File: src/rtl/inst_queue.sv
// inst_queue: dual-push, dual-pop circular instruction queue between fetch and decode
package inst_queue_pkg;
  typedef logic [5:0] exception_t;
endpackage

module inst_queue
  import inst_queue_pkg::*;
#(
  parameter  int DEPTH = 8,
  localparam int CW    = $clog2(DEPTH) + 1
) (
  input  logic              clk,
  input  logic              resetn,
  input  logic              flush,
  input  logic [1:0]        in_valid,
  output logic              in_ready,
  input  logic [31:0]       in0_pc,
  input  logic [31:0]       in1_pc,
  input  logic [31:0]       in0_inst,
  input  logic [31:0]       in1_inst,
  input  logic              in0_pred_taken,
  input  logic              in1_pred_taken,
  input  logic [31:0]       in0_pred_target,
  input  logic [31:0]       in1_pred_target,
  input  logic              in0_have_exception,
  input  logic              in1_have_exception,
  input  exception_t        in0_exception_type,
  input  exception_t        in1_exception_type,
  input  logic [1:0]        consume,
  output logic              a_valid,
  output logic              b_valid,
  output logic [31:0]       a_pc,
  output logic [31:0]       a_inst,
  output logic              a_pred_taken,
  output logic [31:0]       a_pred_target,
  output logic              a_have_exception,
  output exception_t        a_exception_type,
  output logic [31:0]       b_pc,
  output logic [31:0]       b_inst,
  output logic              b_pred_taken,
  output logic [31:0]       b_pred_target,
  output logic              b_have_exception,
  output exception_t        b_exception_type,
  output logic [CW-1:0]     iq_count
);
  localparam int AW = $clog2(DEPTH);

  typedef struct packed {
    logic [31:0] pc;
    logic [31:0] inst;
    logic        pred_taken;
    logic [31:0] pred_target;
    logic        have_exception;
    exception_t  exception_type;
  } entry_t;

  entry_t          mem [DEPTH];
  entry_t          e0, e1, ea, eb;
  logic [AW-1:0]   head, tail;
  logic [CW-1:0]   count;
  logic [1:0]      push_n, pop_n, cons;

  assign e0 = '{in0_pc, in0_inst, in0_pred_taken, in0_pred_target, in0_have_exception, in0_exception_type};
  assign e1 = '{in1_pc, in1_inst, in1_pred_taken, in1_pred_target, in1_have_exception, in1_exception_type};

  assign in_ready = (CW'(DEPTH) - count) >= CW'(2);
  assign push_n   = in_ready ? (in_valid == 2'b11 ? 2'd2 : in_valid[0] ? 2'd1 : 2'd0) : 2'd0;
  assign cons     = consume == 2'd3 ? 2'd2 : consume;
  assign pop_n    = CW'(cons) > count ? count[1:0] : cons;

  assign ea = mem[head];
  assign eb = mem[head + AW'(1)];

  assign a_valid          = count >= CW'(1);
  assign b_valid          = count >= CW'(2);
  assign a_pc             = ea.pc;
  assign a_inst           = ea.inst;
  assign a_pred_taken     = ea.pred_taken;
  assign a_pred_target    = ea.pred_target;
  assign a_have_exception = ea.have_exception;
  assign a_exception_type = ea.exception_type;
  assign b_pc             = eb.pc;
  assign b_inst           = eb.inst;
  assign b_pred_taken     = eb.pred_taken;
  assign b_pred_target    = eb.pred_target;
  assign b_have_exception = eb.have_exception;
  assign b_exception_type = eb.exception_type;
  assign iq_count         = count;

  // pointers and occupancy; flush overrides any push/pop in the same cycle
  always_ff @(posedge clk or negedge resetn) begin
    if (!resetn) begin
      head  <= '0;
      tail  <= '0;
      count <= '0;
    end else if (flush) begin
      head  <= '0;
      tail  <= '0;
      count <= '0;
    end else begin
      head  <= head + AW'(pop_n);
      tail  <= tail + AW'(push_n);
      count <= count + CW'(push_n) - CW'(pop_n);
    end
  end

  // entry storage; a flushed cycle writes nothing
  always_ff @(posedge clk or negedge resetn) begin
    if (!resetn) begin
      for (int i = 0; i < DEPTH; i++) mem[i] <= '0;
    end else if (!flush) begin
      if (push_n != 2'd0) mem[tail] <= e0;
      if (push_n == 2'd2) mem[tail + AW'(1)] <= e1;
    end
  end

  // decode must never ask for more entries than are present
  always_ff @(posedge clk) begin
    if (resetn && !flush) assert (CW'(consume) <= count);
  end
endmodule

File: config.mk
export PLATFORM = sky130hd
export DESIGN_NAME = inst_queue
export DESIGN_NICKNAME = d
export VERILOG_FILES = /design/src/rtl/inst_queue.sv
export SDC_FILE = /design/constraint.sdc
export NUM_CORES = 2
export LEC_CHECK = 0
export ABC_CLOCK_PERIOD_IN_PS = 5700
export CAP_MARGIN = 10
export CORE_MARGIN = 2
export CORE_UTILIZATION = 43
export CTS_CLUSTER_DIAMETER = 30
export DETAILED_ROUTE_END_ITERATION = 6
export GPL_ROUTABILITY_DRIVEN = 0
export PLACE_DENSITY_LB_ADDON = 0.25
export SLEW_MARGIN = 20
export SYNTH_ARGS = -nofsm -noshare
export SYNTH_HDL_FRONTEND = slang
export SYNTH_SLANG_ARGS = --single-unit
File: constraint.sdc
create_clock -name clk -period 5.7 [get_ports clk]
set_input_delay 1.71 -clock clk [delete_from_list [all_inputs] [get_ports clk]]
set_output_delay 1.71 -clock clk [all_outputs]
set_load 0.02 [all_outputs]
After elaboration in Yosys (flattened, before gate mapping)
Index checks and enable logic that the tools add are counted.
- register bits: 842
- bits in latches: 0
- RAM bits: 0
- ROM bits: 0
- input port bits: 215
- output and inout bits: 215
- word-level logic and storage cells: 101
- memories kept: 0
- add/sub/neg operators: 7
- $mul: 0
- div/mod/pow operators: 0
- $lt $le $gt $ge: 10
- equality and inequality tests: 3
- shift operators: 0
- mux-type cells: 23
- bitwise gates (word level): 4
- reduce and logical (&&, ||, !) cells: 3
- operators by type and width (cell ; count):
    $mux 832 ; 3
    $bwmux 832 ; 2
    $bmux 104 s3 ; 2
    $demux 104 s3 ; 2
    $mux 104 ; 6
    $ge 4x4->1 const B ; 4
    $not 3->4 ; 4
    $ge 4x2->1 const B ; 2
    $lt 4x1->1 const B ; 2
    $mux 2 ; 4
    $add 3x1->3 const B ; 2
    $add 3x2->3 ; 2
    $eq 2x2->1 const B ; 3
    $mux 3 ; 2
    $add 4x2->4 ; 1
    $ge 4x1->1 const B ; 1
    $gt 2x4->1 ; 1
    $mux 4 ; 1
    $sub 4x2->4 ; 1
    $sub 4x4->4 const A ; 1
    $logic_and 1x1->1 ; 2
    $reduce_bool 2->1 ; 1
    $mux 1 ; 1

Longest topological paths before layout
- word-level depth: 10
- depth in mapped cells: 14
- mapped depth without buffers: 14

Worst setup path before layout
Ideal clock, no wire load.
- path type: flip-flop to output port
- from: reg head[1]
- to: out b_pc[21]
- arrival: 2654 ps
- required time: 3990 ps
- slack: 1336 ps
- cell stages (with the launch flop): 7
- buffers on the path: 3
- cells stage by stage: dfrtp_1 -> ha_1 -> clkbuf_1 -> buf_2 -> buf_1 -> mux4_2 -> mux2_2
- word-level cells in the longest chain between the ends: 5
- ends and longest elaborated chain (element ; line ; source):
    start: declaration ; 59 ; logic [AW-1:0] head, tail;
    start signal: assignment ; 101 ; head <= head + AW'(pop_n);
    $add 3x1->3 ; 72 ; assign eb = mem[head + AW'(1)];
    $not 3->4 (not written as such) ; 72 ;
    $bmux 104 s3 ; 72 ;
    $mux 104 (not written as such) (2 in series) ; 72 ;
    end: declaration ; 38 ; output logic [31:0] b_pc,
No other way between the ends. The select of a mux whose other input is x is not followed.

Final worst setup path
- from: reg head[0]
- to: out b_inst[11]
- word-level cells in the longest chain between the ends: 5
- ends and longest elaborated chain (element ; line ; source):
    $add 3x1->3 ; 72 ;
    $not 3->4 (not written as such) ; 72 ;
    $bmux 104 s3 ; 72 ;
    $mux 104 (not written as such) (2 in series) ; 72 ;
    end: declaration ; 39 ; output logic [31:0] b_inst,
No other way between the ends. The select of a mux whose other input is x is not followed.

==> run summary <==
row cnt: 124
Clock Latency Late Sink: 0.82 ns
WL final: 201300 um
fillcell total: 9530
CTS Buffer Depth: 3
area grow syn2layout: 27.18%
number of flops mapped to enable cells by yosys: 0
Worst slew margin: 0.2084
Reg-to-Reg End: iq_count[3]
Routed wire per std cell: 30.89 um
TritonCTS Buffers: 211
DR vias: 45000
Die Wd: 344.3 um
Worst Setup EP: b_inst[11]
worst vdd ir: 0.0007368 V
Worst setup startpoint: head[0]
setup tns final: 0 ns
first-pass GRT wire length: 299800 um
pwr dens: 697.1 mW/mm2
post-synthesis sequential area ratio: 0.4231
GR Overflow Total: 0
Worst Hold Class: reg2reg
status: finished clean
worst min-delay path startpoint: mem[426]
hold buffers post-CTS: 0
H-Tree Depth: 4
Power, Total: 0.04416 W
Clock transition at path regs: 0.04 ns
nets: 5054
Post-synth ARST share: 1.000
Max-cap violations: 0
Tot GR Track Use: 0.3371
Syn Inst Count: 4558
distinct cell type count after synthesis: 43
Yosys top cell area share: 0.4231
Tightest Pin Transition: 1.187 ns
root buf cell: clkbuf_16
Initial Utilization: 0.4344
core area: 0.1147 mm2
flop2flop setup slack: 1.82 ns
DRC: 0
Synth area leader: dfrtp_1
RSZ-0062 raised after global routing: false
main area contributors after synthesis: dfrtp_1 (42%), mux4_2 (19%), o2bb2ai_1 (7.3%)
P_leak: 24.25 nW
dpl hpwl: 101300 um
vias in the first global route: 46030
number of synthesized register bits: 842
final hold viol count: 0
Critical Path RT: 3.99 ns
post-route clock period utilization: 0.9647
crit path max fanout: 43
post_cts resized: 0
FF-to-FF path depth: 14
Final ANT Viol Nets: 0
# setup viols final: 0
syn_nets: 4794
Fmax achieved: 181.9 MHz
top cells by count, synth: nand2_1 (945), dfrtp_1 (842), o21ai_0 (620), o211ai_1 (421)
Crit Path Class: reg2out
IO Port Bufs: 429
Yosys warning count: 0
CTS tree: built
via/cell ratio: 6.906
Layout Skew: 0.03957 ns
Synth Area per Inst: 10.93 um2
fraction of layout cells with a size suffix above 1: 0.2248
die area: 0.1186 mm2
antenna violations before repair: 10
drt pass-1 iters: 6
crit path launch type: flop
pin count of the biggest net entering global routing: 161
Post-synth top flop: dfrtp_1
mapped cell area: 0.04980 mm2
postcts setup bufs: 0
Arrival @ worst endpoint: 3.79 ns
Crit. End Element: output port
top-count cell post-synth: nand2_1
num ports: 430
cell count after placement: 6117
Slew Viols, Final: 0
RR Startpoint: iq_count[1]
initial detailed-routing violation count: 4997
Clock Sinks: 842
Non-Filler Instances: 6516
DIE HEIGHT: 344.3 um
fin crit period: 5.499 ns
routing by layer:
metal  vias up  GRT usage  part of all wire  wire, um
met1     23020     0.4374              0.37     74930
met4        14     0.1640             0.049      9849
met2      3166     0.5297              0.47     94090
met3       686    0.08394              0.11     22320
met5         -          0           0.00044        89
li1      18120          -                 -         -
layout by cell type (no fill, tap or decap), drive strengths merged, types with 5 or more instances in the layout:
master	Yosys	final
inv	13	29
ha	17	17
o21ai	632	632
a211oi	7	7
nand2	945	945
a22oi	105	105
bufinv	0	30
clkdlybuf4s50	0	428
clkbuf	314	280
clkinvlp	0	13
nor2b	7	7
o2bb2ai	416	416
mux2	208	208
nand3	7	7
dfrtp	842	842
nor2	7	7
diode	0	5
mux4	416	416
buf	163	96
o211ai	421	421
clkinv	1	56
layout make-up:
cell class,count,area (um2),share of cell area
Tap cell,1512,1892,0.02987
Clock inverter,114,1657,0.02615
Timing Repair Buffer,524,5588,0.08822
Inverter,14,55.05,0.0008692
Antenna cell,5,12.51,0.0001975
Multi-Input combinational cell,3225,27060,0.4271
Clock buffer,280,6000,0.09472
Sequential cell,842,21080,0.3328
worst min-delay path by stage:
stage | depth (start not counted) | endpoint | slack, ns
global placement | 2 | mem[3] | 0.49
finish | 2 | mem[426] | 0.50
global route | 1 | mem[686] | 0.52
floorplan | 1 | mem[698] | 0.47
CTS | 2 | mem[426] | 0.51
detailed placement | 1 | mem[726] | 0.49
state kept, by name (all words and copies together), names as in the netlist:
name	flops
tail	3
mem	832
iq_count	4
head	3
worst max-delay path: stages (launching register included):
cell             delay, ns
dfrtp_4               0.55
ha_4                  0.52
buf_12                0.41
mux4_2                0.57
mux2_2                0.32
clkdlybuf4s50_1       0.57
report_power, final:
part,switching [W],leakage (nW),internal [W]
clock network,0.00402,3.75,0.00874
registers,0.00210,11.0,0.00861
logic,0.0105,9.49,0.0102
total,0.0166,24.3,0.0275
per-stage QoR:
step	utilization	hold WS (ns)	instance area, um2	setup WS (ns)
2_1_floorplan	-	0.4678	49800	1.336
3_3_place_gp	0.4854	0.4878	55660	0.9268
3_5_place_dp	0.4854	0.4898	55660	0.9661
4_1_cts	0.5522	0.5067	63310	0.1361
5_1_grt	0.5524	0.5215	63330	0.08098
6_report	0.5524	0.5047	63340	0.2011
cell families (layout without fill, tap and decap cells):
| group | Yosys count | after routing | synth area share |
|---|---|---|---|
| AO/OA/AOI/OAI | 1587 | 1587 | 0.2187 |
| XOR/XNOR | 7 | 7 | 0.001231 |
| adder cells (fa/ha/maj) | 21 | 21 | 0.005879 |
| buffers and inverters | 491 | 932 | 0.03912 |
| flip-flops | 842 | 842 | 0.4231 |
| multiplexers | 625 | 625 | 0.2353 |
| other | 0 | 5 | 0 |
| AND/OR/NAND/NOR | 985 | 985 | 0.07667 |
No activity file was read; power rests on OpenSTA's default activity.
